## config.mk

```make
export PLATFORM = sky130hd
export DESIGN_NAME = px_capture_flat
export DESIGN_NICKNAME = d
export VERILOG_FILES = /design/src/rtl/px_capture_if.sv /design/src/rtl/px_capture.sv /design/src/flat_wrapper.sv
export SDC_FILE = /design/constraint.sdc
export NUM_CORES = 1
export LEC_CHECK = 0
export ABC_AREA = 1
export BUFFER_PORTS_ARGS = -buffer_cell sky130_fd_sc_hd__buf_2
export CAP_MARGIN = 20
export CORE_MARGIN = 10
export CORE_UTILIZATION = 45
export CTS_CLUSTER_SIZE = 20
export DETAILED_ROUTE_END_ITERATION = 16
export GPL_TIMING_DRIVEN = 0
export PLACE_DENSITY = 0.73
export SKIP_LAST_GASP = 1
export SLEW_MARGIN = 25
export SYNTH_ARGS = -nofsm -noshare
export SYNTH_HDL_FRONTEND = slang
export SYNTH_SLANG_ARGS = --single-unit
```

## constraint.sdc

```tcl
create_clock -name clk -period 6.9 [get_ports clk]
set_clock_uncertainty 0.15 [all_clocks]
set_input_delay 0.69 -clock clk [delete_from_list [all_inputs] [get_ports clk]]
set_output_delay 0.69 -clock clk [all_outputs]
set_load 0.02 [all_outputs]
```

## src/rtl/px_capture_if.sv

```systemverilog
// Framebuffer write port: FIFO head entry offered with valid/ready backpressure.
interface px_capture_if;
  logic        fb_valid;
  logic        fb_ready;
  logic [15:0] fb_addr;
  logic [23:0] fb_rgb;

  modport master (output fb_valid, fb_addr, fb_rgb, input fb_ready);
  modport slave  (input fb_valid, fb_addr, fb_rgb, output fb_ready);
endinterface

```

## src/rtl/px_capture.sv

```systemverilog
// PPU pixel capture: palette lookup, framebuffer addressing, write FIFO and frame checks.
// Define PX_CAPTURE_CRC_EN to add the per-frame CRC-16-CCITT output frame_crc.
module px_capture #(
  parameter int unsigned FIFO_DEPTH = 4,
  parameter int unsigned H_PIXELS   = 256,
  parameter int unsigned V_LINES    = 240
) (
  input  logic        clk,
  input  logic        rst,
  input  logic [7:0]  pixel,
  input  logic        pixel_en,
  input  logic        frame,
  px_capture_if.master fb,
  output logic        frame_done,
  output logic [15:0] frame_count,
  input  logic        err_clr,
  output logic        err_short,
  output logic        err_overrun,
  output logic        err_overflow
`ifdef PX_CAPTURE_CRC_EN
  ,
  output logic [15:0] frame_crc
`endif
);

  localparam int unsigned XW = (H_PIXELS > 1) ? $clog2(H_PIXELS) : 1;
  localparam int unsigned YW = (V_LINES > 1) ? $clog2(V_LINES) : 1;
  localparam int unsigned AW = $clog2(FIFO_DEPTH);
  localparam logic [XW-1:0] X_LAST = XW'(H_PIXELS - 1);
  localparam logic [YW-1:0] Y_LAST = YW'(V_LINES - 1);

  typedef enum logic [1:0] {WAIT_SYNC, ACTIVE, FULL} state_t;

  state_t        state_q, state_d, pos_state;
  logic [XW-1:0] x_q, x_d, cur_x;
  logic [YW-1:0] y_q, y_d, cur_y;
  logic          accept, close, short_set, overrun_set;
  logic [15:0]   addr_cur;

  logic          s1_valid_q;
  logic [5:0]    s1_idx_q;
  logic [15:0]   s1_addr_q;

  logic [15:0]   addr_mem_q [FIFO_DEPTH];
  logic [23:0]   rgb_mem_q  [FIFO_DEPTH];
  logic [AW:0]   wr_ptr_q, rd_ptr_q;
  logic          empty, full, rd_en, wr_en, drop;

  logic          frame_done_q, err_short_q, err_overrun_q, err_overflow_q;
  logic [15:0]   frame_count_q;

  function automatic logic [23:0] palette(input logic [5:0] idx);
    case (idx)
      6'h00: palette = 24'h545454; 6'h01: palette = 24'h001E74; 6'h02: palette = 24'h081090; 6'h03: palette = 24'h300088;
      6'h04: palette = 24'h440064; 6'h05: palette = 24'h5C0030; 6'h06: palette = 24'h540400; 6'h07: palette = 24'h3C1800;
      6'h08: palette = 24'h202A00; 6'h09: palette = 24'h083A00; 6'h0A: palette = 24'h004000; 6'h0B: palette = 24'h003C00;
      6'h0C: palette = 24'h00323C; 6'h10: palette = 24'h989698; 6'h11: palette = 24'h084CC4; 6'h12: palette = 24'h3032EC;
      6'h13: palette = 24'h5C1EE4; 6'h14: palette = 24'h8814B0; 6'h15: palette = 24'hA01464; 6'h16: palette = 24'h982220;
      6'h17: palette = 24'h783C00; 6'h18: palette = 24'h545A00; 6'h19: palette = 24'h287200; 6'h1A: palette = 24'h087C00;
      6'h1B: palette = 24'h007628; 6'h1C: palette = 24'h006678; 6'h20: palette = 24'hFFFFFF; 6'h21: palette = 24'h4C9AEC;
      6'h22: palette = 24'h787CEC; 6'h23: palette = 24'hB062EC; 6'h24: palette = 24'hE454EC; 6'h25: palette = 24'hEC58B4;
      6'h26: palette = 24'hEC6A64; 6'h27: palette = 24'hD48820; 6'h28: palette = 24'hA0AA00; 6'h29: palette = 24'h74C400;
      6'h2A: palette = 24'h4CD020; 6'h2B: palette = 24'h38CC6C; 6'h2C: palette = 24'h38B4CC; 6'h2D: palette = 24'h3C3C3C;
      6'h30: palette = 24'hFFFFFF; 6'h31: palette = 24'hA8CCEC; 6'h32: palette = 24'hBCBCEC; 6'h33: palette = 24'hD4B2EC;
      6'h34: palette = 24'hECAEEC; 6'h35: palette = 24'hECAED4; 6'h36: palette = 24'hECB4B0; 6'h37: palette = 24'hE4C490;
      6'h38: palette = 24'hCCD278; 6'h39: palette = 24'hB4DE78; 6'h3A: palette = 24'hA8E290; 6'h3B: palette = 24'h98E2B4;
      6'h3C: palette = 24'hA0D6E4; 6'h3D: palette = 24'hA0A2A0;
      default: palette = 24'h000000;
    endcase
  endfunction

  // A same-cycle frame pulse is applied first, so the pixel is judged at the reset position.
  always_comb begin
    state_d     = state_q;
    x_d         = x_q;
    y_d         = y_q;
    accept      = 1'b0;
    close       = 1'b0;
    short_set   = 1'b0;
    overrun_set = 1'b0;
    pos_state   = state_q;
    cur_x       = x_q;
    cur_y       = y_q;
    if (frame) begin
      close     = (state_q != WAIT_SYNC);
      short_set = (state_q == ACTIVE);
      pos_state = ACTIVE;
      cur_x     = '0;
      cur_y     = '0;
      state_d   = ACTIVE;
      x_d       = '0;
      y_d       = '0;
    end
    if (pixel_en) begin
      case (pos_state)
        ACTIVE: begin
          accept = 1'b1;
          if (cur_x == X_LAST) begin
            x_d = '0;
            if (cur_y == Y_LAST) begin
              y_d     = '0;
              state_d = FULL;
            end else begin
              y_d = cur_y + 1'b1;
            end
          end else begin
            x_d = cur_x + 1'b1;
          end
        end
        FULL:    overrun_set = 1'b1;
        default: ;
      endcase
    end
  end

  assign addr_cur = 16'(32'(cur_y) * H_PIXELS + 32'(cur_x));

  assign empty = (wr_ptr_q == rd_ptr_q);
  assign full  = (wr_ptr_q[AW] != rd_ptr_q[AW]) && (wr_ptr_q[AW-1:0] == rd_ptr_q[AW-1:0]);
  assign rd_en = !empty && fb.fb_ready;
  assign wr_en = s1_valid_q && (!full || rd_en);
  assign drop  = s1_valid_q && full && !rd_en;

  assign fb.fb_valid = !empty;
  assign fb.fb_addr  = addr_mem_q[rd_ptr_q[AW-1:0]];
  assign fb.fb_rgb   = rgb_mem_q[rd_ptr_q[AW-1:0]];

  always_ff @(posedge clk or posedge rst) begin
    if (rst) begin
      state_q        <= WAIT_SYNC;
      x_q            <= '0;
      y_q            <= '0;
      s1_valid_q     <= 1'b0;
      s1_idx_q       <= '0;
      s1_addr_q      <= '0;
      wr_ptr_q       <= '0;
      rd_ptr_q       <= '0;
      frame_done_q   <= 1'b0;
      frame_count_q  <= '0;
      err_short_q    <= 1'b0;
      err_overrun_q  <= 1'b0;
      err_overflow_q <= 1'b0;
      for (int unsigned i = 0; i < FIFO_DEPTH; i++) begin
        addr_mem_q[i] <= '0;
        rgb_mem_q[i]  <= '0;
      end
    end else begin
      state_q    <= state_d;
      x_q        <= x_d;
      y_q        <= y_d;
      s1_valid_q <= accept;
      if (accept) begin
        s1_idx_q  <= pixel[5:0];
        s1_addr_q <= addr_cur;
      end
      if (wr_en) begin
        addr_mem_q[wr_ptr_q[AW-1:0]] <= s1_addr_q;
        rgb_mem_q[wr_ptr_q[AW-1:0]]  <= palette(s1_idx_q);
        wr_ptr_q                     <= wr_ptr_q + 1'b1;
      end
      if (rd_en) rd_ptr_q <= rd_ptr_q + 1'b1;
      frame_done_q   <= close;
      frame_count_q  <= frame_count_q + 16'(close);
      err_short_q    <= short_set   || (err_short_q    && !err_clr);
      err_overrun_q  <= overrun_set || (err_overrun_q  && !err_clr);
      err_overflow_q <= drop        || (err_overflow_q && !err_clr);
    end
  end

  assign frame_done   = frame_done_q;
  assign frame_count  = frame_count_q;
  assign err_short    = err_short_q;
  assign err_overrun  = err_overrun_q;
  assign err_overflow = err_overflow_q;

`ifdef PX_CAPTURE_CRC_EN
  logic [15:0] crc_run_q, crc_run_d, crc_base, frame_crc_q;

  function automatic logic [15:0] crc_byte(input logic [15:0] c, input logic [7:0] d);
    logic [15:0] r;
    r = c ^ {d, 8'h00};
    for (int unsigned i = 0; i < 8; i++) r = r[15] ? ({r[14:0], 1'b0} ^ 16'h1021) : {r[14:0], 1'b0};
    return r;
  endfunction

  always_comb begin
    crc_base  = frame ? 16'hFFFF : crc_run_q;
    crc_run_d = accept ? crc_byte(crc_base, {2'b00, pixel[5:0]}) : crc_base;
  end

  always_ff @(posedge clk or posedge rst) begin
    if (rst) begin
      crc_run_q   <= 16'hFFFF;
      frame_crc_q <= '0;
    end else begin
      crc_run_q <= crc_run_d;
      if (close) frame_crc_q <= crc_run_q;
    end
  end

  assign frame_crc = frame_crc_q;
`endif

endmodule

```

## src/flat_wrapper.sv

```systemverilog
// flat-port wrapper written by rule: the top's interface ports become plain ports
module px_capture_flat 
#(
  parameter int unsigned FIFO_DEPTH = 4,
  parameter int unsigned H_PIXELS   = 256,
  parameter int unsigned V_LINES    = 240
)
  (clk, rst, pixel, pixel_en, frame, frame_done, frame_count, err_clr, err_short, err_overrun, err_overflow, fb_fb_valid, fb_fb_addr, fb_fb_rgb, fb_fb_ready);
  px_capture_if fb_i ();
  input  logic clk;
  input  logic rst;
  input  logic [7:0] pixel;
  input  logic pixel_en;
  input  logic frame;
  output logic frame_done;
  output logic [15:0] frame_count;
  input  logic err_clr;
  output logic err_short;
  output logic err_overrun;
  output logic err_overflow;
  output wire logic [$bits(fb_i.fb_valid)-1:0] fb_fb_valid;
  output wire logic [$bits(fb_i.fb_addr)-1:0] fb_fb_addr;
  output wire logic [$bits(fb_i.fb_rgb)-1:0] fb_fb_rgb;
  input wire logic [$bits(fb_i.fb_ready)-1:0] fb_fb_ready;
  assign fb_fb_valid = fb_i.fb_valid;
  assign fb_fb_addr = fb_i.fb_addr;
  assign fb_fb_rgb = fb_i.fb_rgb;
  assign fb_i.fb_ready = fb_fb_ready;
  px_capture #(.FIFO_DEPTH(FIFO_DEPTH), .H_PIXELS(H_PIXELS), .V_LINES(V_LINES)) u_core (.clk(clk), .rst(rst), .pixel(pixel), .pixel_en(pixel_en), .frame(frame), .fb(fb_i), .frame_done(frame_done), .frame_count(frame_count), .err_clr(err_clr), .err_short(err_short), .err_overrun(err_overrun), .err_overflow(err_overflow));
endmodule
```

==> results of run 1 <==
-- logic make-up (layout without fill, tap and decap cells) --
| group | count (synthesis) | in the layout | share of synthesized area |
|---|---|---|---|
| simple gates | 883 | 883 | 0.3213 |
| flops | 211 | 211 | 0.4780 |
| compound gates | 174 | 174 | 0.08574 |
| buf+inv | 164 | 279 | 0.07192 |
| xor+xnor | 24 | 24 | 0.02039 |
| fa+ha+maj | 20 | 20 | 0.02265 |
-- critical path, cell delays in order, from the launching register on --
cell	delay (ps)
dfrtp_1	400
buf_6	160
inv_1	70
clkbuf_1	360
clkbuf_1	480
o21ai_0	170
o22ai_1	370
buf_2	250
-- sequential cells by signal (all words and copies together), names as in the netlist --
| name | flops |
|---|---|
| u_core.err_overrun | 1 |
| u_core.s1_valid_q | 1 |
| u_core.s1_addr_q | 16 |
| u_core.wr_ptr_q | 3 |
| u_core.err_short | 1 |
| u_core.state_q | 2 |
| u_core.err_overflow | 1 |
| u_core.rd_ptr_q | 3 |
| u_core.x_q | 8 |
| u_core.frame_count | 16 |
| u_core.frame_done | 1 |
| u_core.y_q | 8 |
| u_core.s1_idx_q | 6 |
| u_core.rgb_mem_q | 80 |
| u_core.addr_mem_q | 64 |
-- final timing paths --
| kind | end |
|---|---|
| setup / recovery | fb_fb_rgb[4] |
| hold / removal | u_core.frame_count[11]$_DFF_PP0_ |
| setup reg to reg | u_core.rgb_mem_q[38]$_DFFE_PP0P_ |
| hold reg to reg | u_core.rgb_mem_q[51]$_DFFE_PP0P_ |
| max in group asynchronous | u_core.y_q[3]$_DFF_PP0_ |
| min in group clk | u_core.s1_idx_q[4]$_DFFE_PP0P_ |
-- cell usage after synthesis (2+ instances only) --
cell type / count
nand4_1: 9
xor2_1: 14
nand2_1: 645
buf_6: 13
dfrtp_1: 211
ha_1: 20
nand3_2: 2
buf_2: 19
or2_2: 3
a21oi_1: 20
inv_4: 3
inv_2: 3
nor2_4: 2
xnor2_1: 8
nor2_1: 126
o21a_1: 2
nor2_2: 3
xor2_2: 2
nor3_1: 7
o22ai_1: 35
o21ai_0: 105
clkbuf_1: 31
o211ai_1: 8
buf_4: 13
nor2_8: 2
inv_1: 79
nand3_1: 81
-- layout make-up --
cell class | count | area [µm²]
fillers | 2358 | 11620
flip-flops and latches | 211 | 5280
multi-input cells | 1101 | 4972
clock buffers | 31 | 666.9
plain buffers | 78 | 464.2
repair buffers | 74 | 415.4
well taps | 324 | 405.4
inverters | 86 | 337.8
clock inverters | 10 | 88.84
-- power by group --
group	switching, µW	internal, µW	leakage [µW]
Clock	515	717	0.000377
Combinational	1570	699	0.00365
Sequential	177	1530	0.00279
-- routing by layer --
layer	global-route usage	vias up	part of all wire
met3	0.03392	64	0.074
met5	0	-	0
li1	-	4861	-
met1	0.3050	4901	0.45
met4	0.06025	0	0.023
met2	0.3475	423	0.45
-- stage by stage --
step	TNS, ps	area, µm²	cells
2_1_floorplan	0	11050	1476
3_3_place_gp	-459160	11810	1872
3_5_place_dp	0	11880	1874
4_1_cts	0	12630	1915
5_1_grt	0	12630	1915
6_report	0	12630	1915
==> impl_metrics.py, run 1 <==
metrics = {
    "clock_network": {
        "clk_latency_ps": 530,
        "post_cts_resized": 0,
        "cts_tree": "built",
        "ctsHtreeMaxLevel": 1,
        "clockBufferDepth": 3,
        "cts_root_buffer": "clkbuf_16",
        "cts_setup_buffers": 0,
        "numCtsBuffers": 24,
        "hold_buffers": 0,
        "cts_sinks": 211,
        "clkSlewWorstSetupHoldPaths_ps": 60,
    },
    "power_and_ir_drop": {
        "total_power_uw": 5209,
        "p_per_area_mw_per_mm2": 412.4,
        "p_leak_uw": 0.006815,
        "vdd_drop_max_v": 0.0002689,
    },
    "floorplanning": {
        "fp.dieW_um": 176.7,
        "dieArea_mm2": 0.03122,
        "coreArea_mm2": 0.02425,
        "initial_core_util": 0.4556,
        "rows": 57,
        "pin_count": 75,
        "fp.dieH_um": 176.7,
    },
    "critical_path": {
        "critPathKind": "flip-flop to output port",
        "r2r_cells": 11,
        "arrival_ps": 2790,
        "regToRegSetupSlack_ps": 4010,
        "startpoint_type": "flip-flop",
        "startpoint": "u_core.rd_ptr_q[1]$_DFFE_PP0P_",
        "critPathMaxFanout": 10,
        "rr_startpoint": "u_core.s1_idx_q[1]$_DFFE_PP0P_",
        "required_ps": 6060,
        "critical_path.endpoint_type": "output port",
    },
    "finish": {
        "mostFrequentLayoutCells": "645 x nand2_1, 211 x dfrtp_1, 126 x nor2_1",
        "nets": 1610,
        "diodes": 0,
        "mostFrequentLayoutCell": "nand2_1",
        "postLayoutCoreUtil": 0.5209,
        "drive_above_1_share": 0.1138,
        "area_growth_pct": 14.34,
    },
    "sta": {
        "rsz0062_at_grt": "no",
        "timing.final.crit_period_ps": 3635,
        "post-route-period-util": 0.5268,
        "timing.slew.headroom": 0.4911,
        "worst_hold_slack_ps": 20.07,
        "worst_slew_pin_slew_ps": 760.5,
        "hold_viol": 0,
        "clock.fmax_ghz": 0.2751,
        "setup_viol": 0,
        "finalWorstSetupSlack_ps": 3265,
        "slew_violations": 0,
    },
    "synthesis": {
        "synth_area_mm2": 0.01105,
        "async_reset_ff_frac": 1.000,
        "yosysWarningCount": 0,
        "synth_fp_nets": 1510,
        "synthCells": 1476,
        "synth_top_area_share": 0.4780,
        "syn_area_per_cell_um2": 7.484,
        "synth_seq_cells": 211,
        "synthFlopType": "dfrtp_1",
        "seq_area_frac_synth": 0.4780,
        "synth_area_leader_cell": "dfrtp_1",
        "synth-edff-count": 0,
        "synth_cell_types": 37,
        "ys_top_cells_by_area": "dfrtp_1 48%, nand2_1 22%, o21ai_0 4.8%",
    },
    "detailed_routing": {
        "wire_per_inst_um": 18.16,
        "drt_iter0_markers": 1104,
        "postRouteWirelength_mm": 34.77,
        "drc": 0,
        "vias": 10249,
        "ant_nets": 0,
        "drt_first_pass_iters": 7,
        "viasPerCell": 5.352,
    },
    "global_routing": {
        "grt_use_total": 0.2191,
        "grt_pass1_vias": 9853,
        "antenna_found_initial": 0,
        "overflow": 0,
        "grt_max_degree": 99,
        "grt_pass1_wl_mm": 54.62,
    },
    "min_path": {
        "hp-class": "input pin to asynchronous set/reset pin",
    },
    "place": {
        "preCtsSetupSlack_ps": 3900,
        "hpwl_mm": 24.12,
        "gp_congestion": 0.9685,
        "io_buffers": 72,
    },
    "run_status": {
        "status": "finished clean",
    },
    "run": {
        "cap_violations": 0,
    },
}
No activity file was read; power rests on OpenSTA's default activity.
==> inputs of run 2 (changes only) <==
PLACE_DENSITY = 0.7   (was 0.73)
clock period = 3.5 ns   (was 6.9 ns; I/O delays follow)
==> run 2 against run 1 <==
Net effect: sequential power rose by 96%; design area rose by 1.6%; register-to-register slack got worse by 3400 ps; flip-flop and latch count did not move; sequential share of layout area fell by 0.67 points; die area did not move; global-route usage rose by 0.36 points; critical path type unchanged; cell count rose by 0.78%; power rose by 98%.
==> impl_metrics.py, run 2 (synthesis results as in run 1) <==
metrics = {
    "floorplanning": {
        "coreArea_mm2": 0.02425,
        "fp.dieW_um": 176.7,
        "rows": 57,
        "initial_core_util": 0.4556,
        "dieArea_mm2": 0.03122,
        "fp.dieH_um": 176.7,
        "pin_count": 75,
    },
    "power_and_ir_drop": {
        "combPwrFrac": 0.435,
        "p_switching_uw": 4473,
        "seq_power_share": 0.326,
        "vdd_drop_max_v": 0.0005197,
        "p_per_area_mw_per_mm2": 804.2,
        "p_clk_frac": 0.239,
        "p_leak_uw": 0.006907,
        "p_int_uw": 5850,
        "switching_share": 0.4333,
    },
    "min_path": {
        "whs_path_depth": 4,
        "hold_path_end": "u_core.state_q[1]$_DFF_PP0_",
        "hold_start": "frame",
        "hp-class": "input pin to flip-flop",
    },
    "place": {
        "dpl-instance-area_mm2": 0.01196,
        "io_buffers": 72,
        "gp_congestion": 0.9602,
        "hpwl_mm": 24.63,
    },
    "critical_path": {
        "critPathMaxFanout": 10,
        "critical_path.endpoint_type": "output port",
        "cpPeakStageDelay_ps": 450,
        "path_cells": "buf_6 > inv_1 > clkbuf_1 > clkbuf_1 > o21ai_0 > o22ai_1 > buf_2",
        "arrival_ps": 2740,
        "required_ps": 3000,
        "critPathKind": "flip-flop to output port",
        "rr_startpoint": "u_core.s1_idx_q[1]$_DFFE_PP0P_",
        "regToRegSetupSlack_ps": 590,
        "crit_buf_inv": 5,
        "timing.rr.end": "u_core.rgb_mem_q[38]$_DFFE_PP0P_",
        "cpMostUsedCell": "clkbuf_1",
        "r2r_cells": 11,
        "critPathTopFamily": "buffers and inverters",
        "startpoint_type": "flip-flop",
        "slowest_stage": "clkbuf_1",
    },
    "run_status": {
        "status": "finished clean",
    },
    "finish": {
        "diodes": 0,
        "largest_reg_flops": 80,
        "fillers": 2341,
        "mostFrequentLayoutCells": "645 x nand2_1, 211 x dfrtp_1, 126 x nor2_1",
        "multiInputGateArea_mm2": 0.004972,
        "top_register": "u_core.rgb_mem_q",
        "area_growth_pct": 16.21,
        "drive_above_1_share": 0.1164,
        "final_area_mm2": 0.01284,
        "seq_area_mm2": 0.005280,
        "reg_top3": "u_core.rgb_mem_q (80), u_core.addr_mem_q (64)",
        "nets": 1625,
        "mostFrequentLayoutCell": "nand2_1",
    },
    "sta": {
        "clock.fmax_ghz": 0.3090,
        "timing.slew.headroom": 0.5073,
        "post-route-period-util": 0.9247,
        "slew_violations": 0,
        "timing.final.crit_period_ps": 3236,
        "hold_viol": 0,
        "setup_viol": 0,
        "worst_hold_slack_ps": 15.78,
        "worst_slew_pin_slew_ps": 739.1,
        "rsz0062_at_grt": "no",
    },
    "clock_network": {
        "clockBufferDepth": 3,
        "clkSlewWorstSetupHoldPaths_ps": 60,
        "cts_sinks": 211,
        "cts_setup_buffers": 0,
        "cts_root_buffer": "clkbuf_16",
        "hold_buffers": 10,
        "cts_tree": "built",
        "numCtsBuffers": 24,
        "clk_latency_ps": 530,
        "post_cts_resized": 0,
        "ctsHtreeMaxLevel": 1,
    },
    "detailed_routing": {
        "drc": 0,
        "vias": 10233,
        "wire_per_inst_um": 18.10,
        "postRouteWirelength_mm": 34.94,
        "ant_nets": 0,
        "drt_first_pass_iters": 6,
        "drt_iter0_markers": 1280,
        "viasPerCell": 5.302,
    },
    "global_routing": {
        "grt_pass1_vias": 10018,
        "grt_use_total": 0.2227,
        "grt_pass1_wl_mm": 55.95,
        "overflow": 0,
        "grt_max_degree": 32,
        "antenna_found_initial": 0,
    },
    "run": {
        "cap_violations": 0,
    },
}
-- run 2: cell count changes in the layout (fill, tap and decap cells not counted) --
cell           change
buf_12             +6
dlygate4sd3_1     +10
buf_16             -1
clkinv_2           -1
clkbuf_8           +1
clkbuf_1           -1
inv_6              +1
-- run 2: tightest hold or removal path, cell delays in order --
cell and delay, ps:
buf_2 90, inv_2 50, nand2_1 90, nand2_1 60
-- run 2: layer usage --
metal | vias up | track usage | wire, µm
li1 | 4888 | - | -
met4 | 0 | 0.05954 | 688
met1 | 4893 | 0.3126 | 15610
met3 | 51 | 0.04651 | 3053
met5 | - | 0 | 0
met2 | 401 | 0.3420 | 15590
-- run 2: stage by stage --
step	setup WS (ps)	utilization	cells	total power [µW]	setup TNS [ps]
2_1_floorplan	257.8	-	1476	6263	0
3_5_place_dp	731.4	0.4934	1879	7843	0
4_1_cts	277.4	0.5294	1930	10350	0
5_1_grt	117.2	0.5294	1930	10950	0
6_report	263.5	0.5294	1930	10320	0
3_3_place_gp	-1155	0.4873	1872	7752	-239260
-- run 2: cell type report --
type                       count  area share
tap                          324     0.03158
buffer                        78     0.03616
clock inverter                10    0.007505
clock buffer                  31     0.05273
timing repair buffer          89     0.04737
inverter                      86     0.02602
multi-input combinational   1101      0.3873
sequential                   211      0.4113
-- run 2: worst max path at each step --
| stage | from | endpoint | cells past startpoint |
|---|---|---|---|
| floorplan | rst | u_core.addr_mem_q[0]$_DFFE_PP0P_ | 1 |
| global placement | rst | u_core.s1_idx_q[0]$_DFFE_PP0P_ | 2 |
| detailed placement | u_core.s1_idx_q[1]$_DFFE_PP0P_ | u_core.rgb_mem_q[38]$_DFFE_PP0P_ | 11 |
| CTS | u_core.rd_ptr_q[1]$_DFFE_PP0P_ | fb_fb_rgb[4] | 7 |
| global route | u_core.rd_ptr_q[1]$_DFFE_PP0P_ | fb_fb_rgb[6] | 7 |
| finish | u_core.rd_ptr_q[1]$_DFFE_PP0P_ | fb_fb_rgb[4] | 7 |
-- run 2: power by group through the flow --
stage          clock (µW)  sequential, µW  combinational, µW
2_1_floorplan           0            3370               2890
3_3_place_gp            0            3370               4380
3_5_place_dp            0            3390               4460
4_1_cts              2500            3350               4490
5_1_grt              2600            3430               4920
6_report             2470            3360               4490
==> inputs of run 3 (changes only) <==
CAP_MARGIN = 10   (was 20)
GPL_TIMING_DRIVEN = 1   (was 0)
==> run 3 against run 2 <==
Net effect: non-clock buffer count down 61; critical path depth down 3; register-to-register slack better by 190 ps; clock-buffer cell count up 1; critical path type unchanged; die area unchanged; combinational power down 10%; via count down 4.8%; wire length down 12%; power down 3.4%; core utilization down 1.4 points; largest power group unchanged.
==> impl_metrics.py, run 3 (synthesis results as in run 1) <==
metrics = {
    "finish": {
        "fillers": 2377,
        "final_cells": 1870,
        "postLayoutCoreUtil": 0.5150,
        "top_register": "u_core.rgb_mem_q",
        "largest_reg_flops": 80,
        "mostFrequentLayoutCells": "645 x nand2_1, 210 x dfrtp_1, 125 x nor2_1",
        "seq_area_mm2": 0.005281,
        "diodes": 0,
        "mostFrequentLayoutCell": "nand2_1",
        "multiInputGateArea_mm2": 0.004975,
        "nets": 1564,
        "drive_above_1_share": 0.1028,
        "reg_top3": "u_core.rgb_mem_q (80), u_core.addr_mem_q (64)",
        "area_growth_pct": 13.04,
    },
    "critical_path": {
        "cpPeakStageDelay_ps": 740,
        "arrival_ps": 2690,
        "required_ps": 3000,
        "critical_path.endpoint_type": "output port",
        "r2r_cells": 10,
        "crit_buf_inv": 2,
        "slowest_stage": "dfrtp_2",
        "critPathTopFamily": "buffers and inverters",
        "critPathMaxFanout": 45,
        "startpoint_type": "flip-flop",
        "regToRegSetupSlack_ps": 780,
        "critPathKind": "flip-flop to output port",
        "rr_startpoint": "u_core.s1_idx_q[1]$_DFFE_PP0P_",
        "timing.rr.end": "u_core.rgb_mem_q[14]$_DFFE_PP0P_",
        "path_cells": "buf_4 > nor2_1 > o21ai_0 > buf_2",
    },
    "detailed_routing": {
        "wire_per_inst_um": 16.41,
        "drt_first_pass_iters": 7,
        "viasPerCell": 5.211,
        "drc": 0,
        "drt_iter0_markers": 861,
        "ant_nets": 0,
        "postRouteWirelength_mm": 30.69,
        "vias": 9744,
    },
    "min_path": {
        "hp-class": "input pin to flip-flop",
        "hold_start": "frame",
        "whs_path_depth": 4,
        "hold_path_end": "u_core.s1_addr_q[5]$_DFFE_PP0P_",
    },
    "global_routing": {
        "overflow": 0,
        "grt_pass1_wl_mm": 50.78,
        "grt_max_degree": 55,
        "grt_pass1_vias": 9387,
        "grt_use_total": 0.1965,
        "antenna_found_initial": 0,
    },
    "clock_network": {
        "numCtsBuffers": 24,
        "clk_latency_ps": 530,
        "cts_tree": "built",
        "ctsHtreeMaxLevel": 1,
        "cts_root_buffer": "clkbuf_16",
        "clkSlewWorstSetupHoldPaths_ps": 60,
        "cts_sinks": 211,
        "clockBufferDepth": 3,
    },
    "place": {
        "dp_cells": 1818,
        "io_buffers": 72,
        "gp_congestion": 0.9708,
        "preCtsSetupSlack_ps": 838.1,
        "hpwl_mm": 19.50,
    },
    "floorplanning": {
        "fp.dieH_um": 176.7,
        "coreArea_mm2": 0.02425,
        "dieArea_mm2": 0.03122,
        "pin_count": 75,
        "fp.dieW_um": 176.7,
        "initial_core_util": 0.4556,
        "rows": 57,
    },
    "sta": {
        "post-route-period-util": 0.9122,
        "setup_viol": 0,
        "rsz0062_at_grt": "no",
        "clock.fmax_ghz": 0.3132,
        "timing.slew.headroom": 0.4708,
        "hold_viol": 0,
        "timing.final.crit_period_ps": 3193,
        "worst_slew_pin_slew_ps": 792.7,
        "tns_ps": 0,
        "slew_violations": 0,
        "finalWorstSetupSlack_ps": 307.2,
    },
    "power_and_ir_drop": {
        "p_leak_uw": 0.006716,
        "vdd_drop_max_v": 0.0005493,
        "total_power_uw": 9977,
        "p_per_area_mw_per_mm2": 799.0,
    },
    "run_status": {
        "status": "finished clean",
    },
    "run": {
        "cap_violations": 0,
    },
}
==> run 3: changes by cell type in the layout (fill, tap and decap cells not counted), moves of 2 or more <==
cell	delta
clkbuf_8	-2
buf_12	-2
bufinv_16	+2
buf_6	-13
buf_4	+7
clkbuf_1	-28
buf_2	-19
==> run 3: report_power, final <==
part           total (µW)  switching, µW  internal, µW  leakage, µW
clock                2550           1000          1550     0.000396
sequential           3410            390          3010      0.00278
combinational        4020           2800          1220      0.00354
total                9980           4200          5780      0.00672
==> run 3: area by class of cell <==
type / count / area share
Timing Repair Buffer: 106 / 0.05531
Tap cell: 324 / 0.03246
Clock buffer: 32 / 0.05291
Sequential cell: 211 / 0.4229
Multi-Input combinational cell: 1101 / 0.3984
Clock inverter: 10 / 0.01122
Inverter: 86 / 0.02675
==> run 3: worst reg2reg max path: stages (launching register included) <==
cell and delay, ps:
dfrtp_1 600, inv_1 310, ha_1 390, inv_1 250, nand2_1 180, a21oi_1 240, o21ai_0 110, nand2_1 70
nand2_1 150, nand2_1 110, nand2_1 60
==> run 3: worst max-delay path by stage <==
stage,from,endpoint,depth (start not counted)
after floorplan,rst,u_core.addr_mem_q[0]$_DFFE_PP0P_,1
final,u_core.rd_ptr_q[0]$_DFFE_PP0P_,fb_fb_rgb[8],4
after global placement,u_core.s1_idx_q[1]$_DFFE_PP0P_,u_core.rgb_mem_q[50]$_DFFE_PP0P_,12
after detailed placement,u_core.s1_idx_q[1]$_DFFE_PP0P_,u_core.rgb_mem_q[14]$_DFFE_PP0P_,10
after global routing,u_core.rd_ptr_q[0]$_DFFE_PP0P_,fb_fb_rgb[1],4
after CTS,u_core.rd_ptr_q[0]$_DFFE_PP0P_,fb_fb_rgb[17],4
==> run 3: routing by layer <==
metal | wire (µm) | share of wire | GRT usage
met4 | 625 | 0.020 | 0.05044
met3 | 1940 | 0.063 | 0.02816
met5 | 0 | 0 | 0
met2 | 13810 | 0.45 | 0.3104
met1 | 14310 | 0.47 | 0.2773
==> run 3: repair_timing <==
action / 4_1_cts / 5_1_grt
buffers inserted: 0 / 0
hold endpoints to repair: 28 / 0
hold buffers: 10 / 0
resized for setup: 0 / 0
==> run 3: per-stage QoR <==
step | hold slack, ps | instance area (µm²)
6_report | 187.0 | 12490
5_1_grt | 212.7 | 12490
4_1_cts | 174.1 | 12490
3_5_place_dp | 244.1 | 11590
3_3_place_gp | 298.8 | 11570
2_1_floorplan | 286.6 | 11050
